**config.mk**
```make
export PLATFORM = sky130hd
export DESIGN_NAME = relay_sender
export DESIGN_NICKNAME = d
export VERILOG_FILES = /design/src/rtl/relay_pkg.sv /design/src/rtl/relay_grace_counter.sv /design/src/rtl/relay_sender.sv
export SDC_FILE = /design/constraint.sdc
export NUM_CORES = 1
export LEC_CHECK = 0
export CAP_MARGIN = 30
export CORE_MARGIN = 4
export CORE_UTILIZATION = 44
export DETAILED_ROUTE_END_ITERATION = 10
export HOLD_SLACK_MARGIN = 0.08
export PLACE_DENSITY = 0.85
export RECOVER_POWER = 100
export SETUP_SLACK_MARGIN = 0.4
export SLEW_MARGIN = 20
export SYNTH_ARGS = -nofsm -noshare
export SYNTH_HDL_FRONTEND = slang
export SYNTH_SLANG_ARGS = --single-unit
```
**constraint.sdc**
```tcl
create_clock -name clk -period 2.29 [get_ports clk]
set_input_delay 0.229 -clock clk [delete_from_list [all_inputs] [get_ports clk]]
set_output_delay 0.229 -clock clk [all_outputs]
set_load 0.01 [all_outputs]
```
**src/rtl/relay_pkg.sv**
```systemverilog
// Shared definitions for the relay sender: observable state encoding and grace limits.
package relay_pkg;

  typedef enum logic [1:0] {
    StIdle     = 2'd0,
    StRun      = 2'd1,
    StThrottle = 2'd2,
    StBlocked  = 2'd3
  } relay_state_e;

  localparam int unsigned RELAY_MIN_GRACE = 2;

endpackage

```
**src/rtl/relay_grace_counter.sv**
```systemverilog
// Registers the downstream full_n flag and counts issues made while it is low,
// granting at most GRACE_PERIOD-2 new issues per low interval.
module relay_grace_counter
  import relay_pkg::*;
#(
  parameter int unsigned GRACE_PERIOD = 4,
  parameter int unsigned CNT_WIDTH    = $clog2(GRACE_PERIOD + 1)
) (
  input  logic clk,
  input  logic reset,
  input  logic dst_full_n,
  input  logic src_read,
  output logic full_n_q,
  output logic can_send
);

  if (GRACE_PERIOD < RELAY_MIN_GRACE) begin : g_bad_grace
    $error("relay_grace_counter: GRACE_PERIOD must be >= 2");
  end

  // Two writes are already in the register loop when the low flag is seen.
  localparam logic [CNT_WIDTH-1:0] GcntMax = CNT_WIDTH'(GRACE_PERIOD - RELAY_MIN_GRACE);

  logic [CNT_WIDTH-1:0] gcnt_q, gcnt_d;

  always_comb begin
    gcnt_d = gcnt_q;
    if (full_n_q) begin
      gcnt_d = '0;
    end else if (src_read && (gcnt_q < GcntMax)) begin
      gcnt_d = gcnt_q + CNT_WIDTH'(1);
    end
  end

  assign can_send = full_n_q | (gcnt_q < GcntMax);

  always_ff @(posedge clk or posedge reset) begin
    if (reset) begin
      full_n_q <= 1'b1;
      gcnt_q   <= '0;
    end else begin
      full_n_q <= dst_full_n;
      gcnt_q   <= gcnt_d;
    end
  end

endmodule

```
**src/rtl/relay_sender.sv**
```systemverilog
// Drains an FWFT FIFO into a relay-station write port through a registered stage.
// Optional RELAY_SENDER_STATS_EN adds write-count and blocked-cycle counters.
module relay_sender
  import relay_pkg::*;
#(
  parameter int unsigned DATA_WIDTH   = 32,
  parameter int unsigned GRACE_PERIOD = 4,
  localparam int unsigned CNT_WIDTH   = $clog2(GRACE_PERIOD + 1)
) (
  input  logic                  clk,
  input  logic                  reset,
  input  logic                  enable,
  input  logic                  src_empty_n,
  output logic                  src_read,
  input  logic [DATA_WIDTH-1:0] src_dout,
  input  logic                  dst_full_n,
  output logic                  dst_write,
  output logic [DATA_WIDTH-1:0] dst_din
`ifdef RELAY_SENDER_STATS_EN
  ,
  output logic [31:0]           stat_words,
  output logic [31:0]           stat_stall
`endif
);

  logic         full_n_q;
  logic         can_send;
  relay_state_e state_q, state_d;

  assign src_read = enable & src_empty_n & can_send & ~reset;

  relay_grace_counter #(
    .GRACE_PERIOD (GRACE_PERIOD),
    .CNT_WIDTH    (CNT_WIDTH)
  ) u_grace (
    .clk        (clk),
    .reset      (reset),
    .dst_full_n (dst_full_n),
    .src_read   (src_read),
    .full_n_q   (full_n_q),
    .can_send   (can_send)
  );

  always_comb begin
    state_d = StIdle;
    if (src_read) begin
      state_d = full_n_q ? StRun : StThrottle;
    end else if (enable && src_empty_n && !can_send) begin
      state_d = StBlocked;
    end
  end

  always_ff @(posedge clk or posedge reset) begin
    if (reset) begin
      dst_write <= 1'b0;
      dst_din   <= '0;
      state_q   <= StIdle;
    end else begin
      dst_write <= src_read;
      if (src_read) begin
        dst_din <= src_dout;
      end
      state_q <= state_d;
    end
  end

`ifdef RELAY_SENDER_STATS_EN
  always_ff @(posedge clk or posedge reset) begin
    if (reset) begin
      stat_words <= '0;
      stat_stall <= '0;
    end else begin
      if (dst_write) begin
        stat_words <= stat_words + 32'd1;
      end
      if (state_q == StBlocked) begin
        stat_stall <= stat_stall + 32'd1;
      end
    end
  end
`endif

endmodule

```
Yosys cells after proc, flatten, opt, wreduce, memory -nomap -nowiden

Index checks and enable logic that the tools add are counted.
Widths: inputs -> output; s select.

$add $sub $neg: 1
Multiply operators: 0
Divide/modulo/power cells: 0
Magnitude comparators: 1
Equal/unequal tests: 0
Shift-type cells: 0
Muxes and demuxes: 2
Bitwise gates (word level): 5
Reductions and logical operators: 2

Operators with widths:

| cell                | count |
|---|---|
| $mux 3              | 2 |
| $add 3x1->3 const B | 1 |
| $and 1x1->1         | 3 |
| $lt 3x2->1 const B  | 1 |
| $reduce_bool 2->1   | 1 |
| $logic_and 1x1->1   | 1 |
| $not 1->1           | 1 |
| $or 1x1->1          | 1 |

Register bits after elaboration: 37
Latch bits: 0
RAM bits: 0
Bits in read-only memories: 0
Input bits: 37
Output and inout bits: 34
Word-level logic and storage cells: 15
Memories: 0

Longest topological paths before layout

Gate-level depths: netlist of the first run.

Depth in word-level cells: 7
Gate-level depth with buffers: 5
Gate-level depth less buffers: 3

Cells and area by module

A second synthesis of the first run with hierarchy kept.

Cell total of the unflattened synthesis: 88
Area total of the unflattened synthesis: 1,555.2 um2

Modules (own cells, without submodules):

| module              | times used | cells each | area an instance (um2) | seq. area each (um2) |
|---|---|---|---|---|
| relay_sender        | 1          | 71         | 1,360.1                | 825.8 |
| relay_grace_counter | 1          | 17         | 195.2                  | 101.3 |

Least setup slack after synthesis of the first run

No wires, ideal clock.

Path kind: register to register
Start: register u_grace.gcnt_q[1]
End: register dst_din[10]
Setup time: 0.125 ns
Data arrival time: 1.181 ns
Data required time: 2.165 ns
Setup slack: 0.984 ns
Stages on the path, launching flop included: 5
Path buffers: 1
Clock period less this slack: 1.306 ns
Cells stage by stage: dfrtp_1 -> nor2_1 -> o21ai_4 -> buf_6 -> mux2_4

Longest elaborated chain between the ends: 4

Ends and longest elaborated chain:

| element                  | line                      | RTL |
|---|---|---|
| start: declaration       | relay_grace_counter.sv:24 | `logic [CNT_WIDTH-1:0] gcnt_q, gcnt_d;` |
| start signal: assignment | relay_grace_counter.sv:43 | `gcnt_q <= gcnt_d;` |
| $lt 3x2->1               | relay_grace_counter.sv:35 | `assign can_send = full_n_q \| (gcnt_q < GcntMax);` |
| $or 1x1->1               | relay_grace_counter.sv:35 |  |
| $and 1x1->1 (2 in a row) | relay_sender.sv:30        | `assign src_read = enable & src_empty_n & can_send & ~reset;` |
| end signal: assignment   | relay_sender.sv:61        | `dst_din <= src_dout;` |
| end: declaration         | relay_sender.sv:18        | `output logic [DATA_WIDTH-1:0] dst_din` |

No other way between the ends.
A chain may end at the register's enable or synchronous reset.

Final worst setup path of the first run

Start: input port reset
End: output port src_read

Longest elaborated chain between the ends: 2

Ends and longest elaborated chain:

| element            | line               | RTL |
|---|---|---|
| start: declaration | relay_sender.sv:11 | `input logic reset,` |
| $not 1->1          | relay_sender.sv:30 |  |
| $and 1x1->1        | relay_sender.sv:30 |  |
| end: declaration   | relay_sender.sv:14 | `output logic src_read,` |

No other way between the ends.

==> insert_results.sql, run 1 <==
INSERT INTO impl_metrics (metric_group, metric, value, unit) VALUES
('run_status', 'outcome', 'finished clean', ''),
('layout', 'num_antenna_cells', '0', ''),
('clocking', 'ctsHtreeMaxLevel', '2', ''),
('power_and_ir_drop', 'leakage', '0.995', 'nW'),
('clocking', 'clock-root-buffer', 'clkbuf_4', ''),
('sta', 'final.setup.tns', '0', 'ns'),
('synthesis', 'post_synthesis_cell_area', '1540', 'um2'),
('global_route', 'first_global_vias', '1180', ''),
('synthesis', 'yosysTopAreaCellShare', '0.586', ''),
('power_and_ir_drop', 'max-vdd-ir-drop', '0.532', 'mV'),
('clocking', 'cts-root-to-sink-buffers', '2', ''),
('synthesis', 'number_of_standard_cells_after_synthesis', '88', ''),
('layout', 'mostFrequentLayoutCells', 'dfrtp_1, dlygate4sd3_1, clkdlybuf4s50_1', ''),
('power_and_ir_drop', 'power_density_over_the_cells', '724', 'nW/um2'),
('drt', 'routed_wirelength', '3400', 'um'),
('drt', 'drt_drc_violations_left', '0', ''),
('drt', 'avgViaCountPerCell', '4.71', ''),
('global_route', 'overflow', '0', ''),
('floorplanning', 'start_util', '0.457', ''),
('drt', 'dr_total_vias', '1008', ''),
('synthesis', 'mappedNetlistNets', '126', ''),
('floorplanning', 'die-width', '67.1', 'um'),
('floorplanning', 'floorplan.die_area', '4500', 'um2'),
('floorplanning', 'num_rows', '21', ''),
('sta', 'final-hold-violation-count', '0', ''),
('place', 'dpl.hpwl', '2630', 'um'),
('synthesis', 'synthesis.area_per_instance', '17.5', 'um2'),
('critical_path', 'critical_path_peak_fanout', '3', ''),
('clocking', 'cts_tree', 'yes', ''),
('sta', 'clock.fmax', '565', 'MHz'),
('global_route', 'gr-usage-all-layers', '0.174', ''),
('drt', 'initialDrtViolationCount', '26', ''),
('floorplanning', 'core_area', '3360', 'um2'),
('place', 'portbufs', '70', ''),
('global_route', 'grt_start_max_net_pins', '23', ''),
('layout', 'nFillCells', '286', ''),
('layout', 'layout_commonest_cell', 'dfrtp_1', ''),
('layout', 'final_layout_size_suffix_gt1_frac', '0.113', ''),
('drt', 'drt_pass1_iterations', '4', ''),
('critical_path', 'timing_worst_setup_path_type', 'in2out', ''),
('layout', 'synthToLayoutAreaGrowth', '47.5', '%'),
('sta', 'endpoints_failing_setup', '0', ''),
('sta', 'worst_slew_pin_slew', '0.647', 'ns'),
('synthesis', 'synth-seq-area-share', '0.603', ''),
('job', 'cap_violations', '0', ''),
('clocking', 'clk_transition_reported_paths', '0.10', 'ns'),
('sta', 'timing.final.max_slew_violations', '0', ''),
('drt', 'antenna_violating_nets_post_route', '0', ''),
('synthesis', 'yosysWarnings', '0', ''),
('drt', 'avgRoutedWirePerCell', '15.9', 'um'),
('global_route', 'global_route_wire_length_before_repair', '5710', 'um'),
('sta', 'timing.clock.skew', '0.00770', 'ns'),
('worst_hold_path', 'hold_path.class', 'in2reg', ''),
('sta', 'finalCriticalPeriod', '1.77', 'ns'),
('clocking', 'clk-insertion-delay-late', '0.33', 'ns'),
('place', 'finalWeightedCongestion', '0.638', ''),
('sta', 'rsz0062_at_grt', 'no', ''),
('floorplanning', 'die_h', '67.1', 'um'),
('clocking', 'cts_num_sinks', '37', ''),
('synthesis', 'netlist_top_cells_area', 'dfrtp_1, mux2_4, buf_6', ''),
('global_route', 'grt_antenna_before_repair', '0', ''),
('clocking', 'tritoncts.num_buffers', '5', ''),
('synthesis', 'synth.ff_latch_count', '37', ''),
('sta', 'slew_headroom', '0.568', ''),
('critical_path', 'critical_path_arrival', '1.54', 'ns'),
('synthesis', 'yosys.cell_types.count', '16', ''),
('critical_path', 'required', '2.06', 'ns'),
('synthesis', 'synth_area_leader_cell', 'dfrtp_1', ''),
('clocking', 'hold_buffers', '0', ''),
('floorplanning', 'design.portCount', '71', ''),
('sta', 'timing.final.crit_share', '0.774', ''),
('critical_path', 'end_kind', 'primary output', ''),
('critical_path', 'critical_path.startpoint_type', 'primary input', ''),
('layout', 'net_total_in_the_final_layout', '205', ''),
('sta', 'hold_slack', '0.429', 'ns');
-- layout make-up --
class,instances,area [um2],area share
Sequential cell,37,927,0.409
Timing Repair Buffer,76,748,0.330
Clock buffer,8,58.8,0.0260
Multi-Input combinational cell,44,463,0.204
Inverter,3,11.3,0.00497
Tap cell,46,57.6,0.0254
-- power by group --
| part | switching, mW | internal (mW) |
|---|---|---|
| sequential | 0.0610 | 0.772 |
| clock | 0.202 | 0.152 |
| combinational | 0.171 | 0.283 |
-- registers in the layout (all words and copies together), names as in the netlist --
register	flops
u_grace.full_n_q	1
dst_write	1
dst_din	32
u_grace.gcnt_q	3
-- path summary, 6_finish.rpt --
path	start	to	slack [ns]	cells past startpoint
max	reset	src_read	0.52	5
min	dst_full_n	u_grace.full_n_q	0.43	1
max reg2reg	u_grace.gcnt_q[1]	dst_din[27]	0.64	4
min reg2reg	dst_din[26]	dst_din[26]	0.50	1
max in group asynchronous	reset	dst_din[24]	1.30	3
min in group asynchronous	reset	dst_din[19]	0.44	2
-- metrics by stage --
stage                     instances  worst slack [ns]  total power [mW]  instance area (um2)  utilization
final                           214             0.519              1.64                 2270        0.674
after global routing            214             0.465              1.75                 2270        0.674
after CTS                       213             0.400              1.80                 2370        0.705
after detailed placement        203             0.305              1.44                 2290        0.680
after global placement          203             0.379              1.43                 2290        0.680
after floorplan                  88             0.984              1.10                 1540            -
-- Yosys cell counts --
master / count
mux2_2: 3
a21oi_1: 2
dfstp_2: 1
nand2b_1: 1
mux2_4: 29
ha_1: 1
a31oi_1: 1
dfrtp_1: 36
o21ai_4: 1
nand3b_1: 1
inv_1: 3
and3b_1: 1
a31o_2: 1
buf_6: 3
buf_4: 1
nor2_1: 3
-- cell families (layout without fill, tap and decap cells) --
| family | Yosys count | count (layout) | synth area share |
|---|---|---|---|
| multiplexers | 32 | 32 | 0.305 |
| adder cells (fa/ha/maj) | 1 | 1 | 0.00814 |
| flip-flops | 37 | 37 | 0.603 |
| buffers and inverters | 7 | 87 | 0.0342 |
| AO/OA/AOI/OAI | 5 | 5 | 0.0269 |
| AND/OR/NAND/NOR | 6 | 6 | 0.0220 |
-- timing repair --
item                                    4_1_cts  5_1_grt
buffers inserted                              2        1
hold endpoints to repair                      0        0
endpoints found under the setup margin        1        1
resized for setup                             3        1
-- worst max-delay path: stages --
cell and delay (ns):
dlygate4sd3_1 0.55, and3b_1 0.28, o21ai_4 0.08, inv_1 0.08
clkdlybuf4s25_1 0.31
-- per-layer routing --
metal	share of wire	track usage	wire length (um)	up-vias
met2	0.54	0.292	1840	44
met4	0.0062	0.0532	21	0
met5	0	0	0	-
met3	0.068	0.0759	231	2
met1	0.38	0.199	1300	500
li1	-	-	-	462
(Power assumes the default switching activity.)
==> run 2, diff against run 1 <==
Settings changed: CORE_UTILIZATION 44 to 41, PLACE_DENSITY 0.85 to 0.8.
Clock period 2.29 ns to 1.7 ns, I/O delays scaled along.
==> run 2 against run 1 <==
Final cell count is 0.47% higher. Register-to-register slack worse by 0.25 ns. First-iteration DRC count is 7.7% higher. Die area is 6.4% higher. Critical path depth stayed put. Largest power group unchanged. Wire length is 4.2% lower.
==> insert_results.sql, run 2 (synthesis results as in run 1) <==
INSERT INTO impl_metrics (metric_group, metric, value, unit) VALUES
('run_status', 'outcome', 'finished clean', ''),
('floorplanning', 'die_h', '69.2', 'um'),
('power_and_ir_drop', 'power_density_over_the_cells', '996', 'nW/um2'),
('sta', 'final-hold-violation-count', '0', ''),
('floorplanning', 'die-width', '69.2', 'um'),
('global_route', 'grt_start_max_net_pins', '38', ''),
('power_and_ir_drop', 'power_frac_clock', '0.257', ''),
('layout', 'largest_register_ffs', '32', ''),
('sta', 'hold_slack', '0.421', 'ns'),
('global_route', 'overflow', '0', ''),
('power_and_ir_drop', 'p_sw', '0.603', 'mW'),
('floorplanning', 'floorplan.die_area', '4790', 'um2'),
('drt', 'drt_drc_violations_left', '0', ''),
('global_route', 'global_route_wire_length_before_repair', '5600', 'um'),
('layout', 'num_antenna_cells', '0', ''),
('power_and_ir_drop', 'comb_power_share', '0.247', ''),
('sta', 'timing.final.crit_share', '0.865', ''),
('clocking', 'cts_tree', 'yes', ''),
('drt', 'antenna_violating_nets_post_route', '0', ''),
('layout', 'post_layout_instance_count_excluding_filler_cells', '215', ''),
('layout', 'net_total_in_the_final_layout', '206', ''),
('place', 'portbufs', '70', ''),
('layout', 'synthToLayoutAreaGrowth', '47.6', '%'),
('clocking', 'clk-insertion-delay-late', '0.28', 'ns'),
('drt', 'routed_wirelength', '3260', 'um'),
('job', 'cap_violations', '0', ''),
('floorplanning', 'core_area', '3470', 'um2'),
('sta', 'endpoints_failing_setup', '0', ''),
('critical_path', 'timing_worst_setup_path_type', 'in2out', ''),
('layout', 'registers.top_by_ff_count', 'dst_din', ''),
('power_and_ir_drop', 'power_report.internal_total', '1.65', 'mW'),
('clocking', 'hold_buffers', '0', ''),
('power_and_ir_drop', 'p_sw_frac', '0.267', ''),
('clocking', 'clock-root-buffer', 'clkbuf_8', ''),
('drt', 'initialDrtViolationCount', '28', ''),
('drt', 'drt_pass1_iterations', '3', ''),
('place', 'placedCellCount', '204', ''),
('sta', 'rsz0062_at_grt', 'yes', ''),
('sta', 'clock.fmax', '680', 'MHz'),
('layout', 'biggestRegsByFlops', 'dst_din: 32 flops, u_grace.gcnt_q: 3 flops', ''),
('critical_path', 'critical_path_peak_fanout', '3', ''),
('clocking', 'cts-root-to-sink-buffers', '2', ''),
('critical_path', 'worst-path-buf-inv', '3', ''),
('layout', 'mostFrequentLayoutCells', 'dfrtp_1, clkdlybuf4s50_1, dlygate4sd2_1', ''),
('global_route', 'grt_antenna_before_repair', '0', ''),
('critical_path', 'critical_path.startpoint_type', 'primary input', ''),
('drt', 'avgRoutedWirePerCell', '15.2', 'um'),
('sta', 'timing.final.max_slew_violations', '0', ''),
('drt', 'avgViaCountPerCell', '4.72', ''),
('critical_path', 'crit_family', 'buffers and inverters', ''),
('power_and_ir_drop', 'sequentialPowerShare', '0.496', ''),
('drt', 'dr_total_vias', '1015', ''),
('global_route', 'gr-usage-all-layers', '0.150', ''),
('worst_hold_path', 'hold_path.class', 'in2reg', ''),
('global_route', 'first_global_vias', '1104', ''),
('critical_path', 'end_kind', 'primary output', ''),
('critical_path', 'crit_path_max_incr_delay', '0.55', 'ns'),
('clocking', 'cts_num_sinks', '37', ''),
('power_and_ir_drop', 'max-vdd-ir-drop', '0.711', 'mV'),
('sta', 'worst_slew_pin_slew', '0.876', 'ns'),
('critical_path', 'critical_path_arrival', '1.30', 'ns'),
('clocking', 'clk_transition_reported_paths', '0.07', 'ns'),
('layout', 'layout_commonest_cell', 'dfrtp_1', ''),
('floorplanning', 'num_rows', '21', ''),
('floorplanning', 'start_util', '0.443', ''),
('critical_path', 'timing.critical_path.cells', 'dlygate4sd3_1 > and3b_1 > o21ai_4 > inv_2 > buf_2', ''),
('sta', 'slew_headroom', '0.416', ''),
('critical_path', 'crit_path_top_delay_cell', 'dlygate4sd3_1', ''),
('place', 'dpl.hpwl', '2470', 'um'),
('sta', 'finalCriticalPeriod', '1.47', 'ns'),
('power_and_ir_drop', 'report.power.total', '2.26', 'mW'),
('clocking', 'ctsHtreeMaxLevel', '2', ''),
('place', 'finalWeightedCongestion', '0.741', ''),
('sta', 'timing.clock.skew', '0.00497', 'ns'),
('floorplanning', 'design.portCount', '71', ''),
('critical_path', 'required', '1.53', 'ns'),
('clocking', 'tritoncts.num_buffers', '5', ''),
('layout', 'final_layout_size_suffix_gt1_frac', '0.142', ''),
('power_and_ir_drop', 'leakage', '1.06', 'nW');
run 2: timing repair:
item,in CTS,in global routing
setup endpoints to repair,66,33
setup buffers,3,0
gates resized for setup,45,1
pin swaps,1,0
run 2: per-layer routing:
metal	track usage	vias to the layer above	share of wire
met4	0.0651	0	0.020
met2	0.239	48	0.49
met3	0.0609	6	0.082
met1	0.178	496	0.41
li1	-	465	-
met5	0	-	0
run 2: area by class of cell:
class	instances	area, um2
Clock buffer	6	72.6
Clock inverter	2	10.0
Fill cell	302	1200
Inverter	3	11.3
Multi-Input combinational cell	44	463
Sequential cell	37	927
Tap cell	46	57.6
Timing Repair Buffer	77	726
run 2: stage by stage:
stage	TNS [ns]	worst slack (ns)	util	instance area [um2]
after global routing	0	0.166	0.654	2270
after global placement	-0.131	-0.0345	0.659	2290
final	0	0.229	0.654	2270
after floorplan	0	0.439	-	1540
after CTS	0	0.314	0.685	2380
after detailed placement	-0.622	-0.0707	0.659	2290
run 2: final timing paths:
| kind | start | end | slack, ns | depth (start not counted) |
|---|---|---|---|---|
| max | reset | src_read | 0.23 | 5 |
| min in group asynchronous | reset | dst_din[27] | 0.61 | 3 |
| min | dst_full_n | u_grace.full_n_q | 0.42 | 1 |
| max reg2reg | u_grace.gcnt_q[2] | dst_din[5] | 0.39 | 4 |
| max in group asynchronous | reset | dst_din[5] | 0.54 | 3 |
| min reg2reg | dst_din[2] | dst_din[2] | 0.48 | 1 |
run 2: power groups by stage:
stage          clock network, mW  registers [mW]  logic, mW
2_1_floorplan                  0            1.22      0.266
3_3_place_gp                   0            1.14      0.777
3_5_place_dp                   0            1.15      0.786
4_1_cts                    0.606            1.13      0.689
5_1_grt                    0.643            1.14      0.600
6_report                   0.580            1.12      0.557
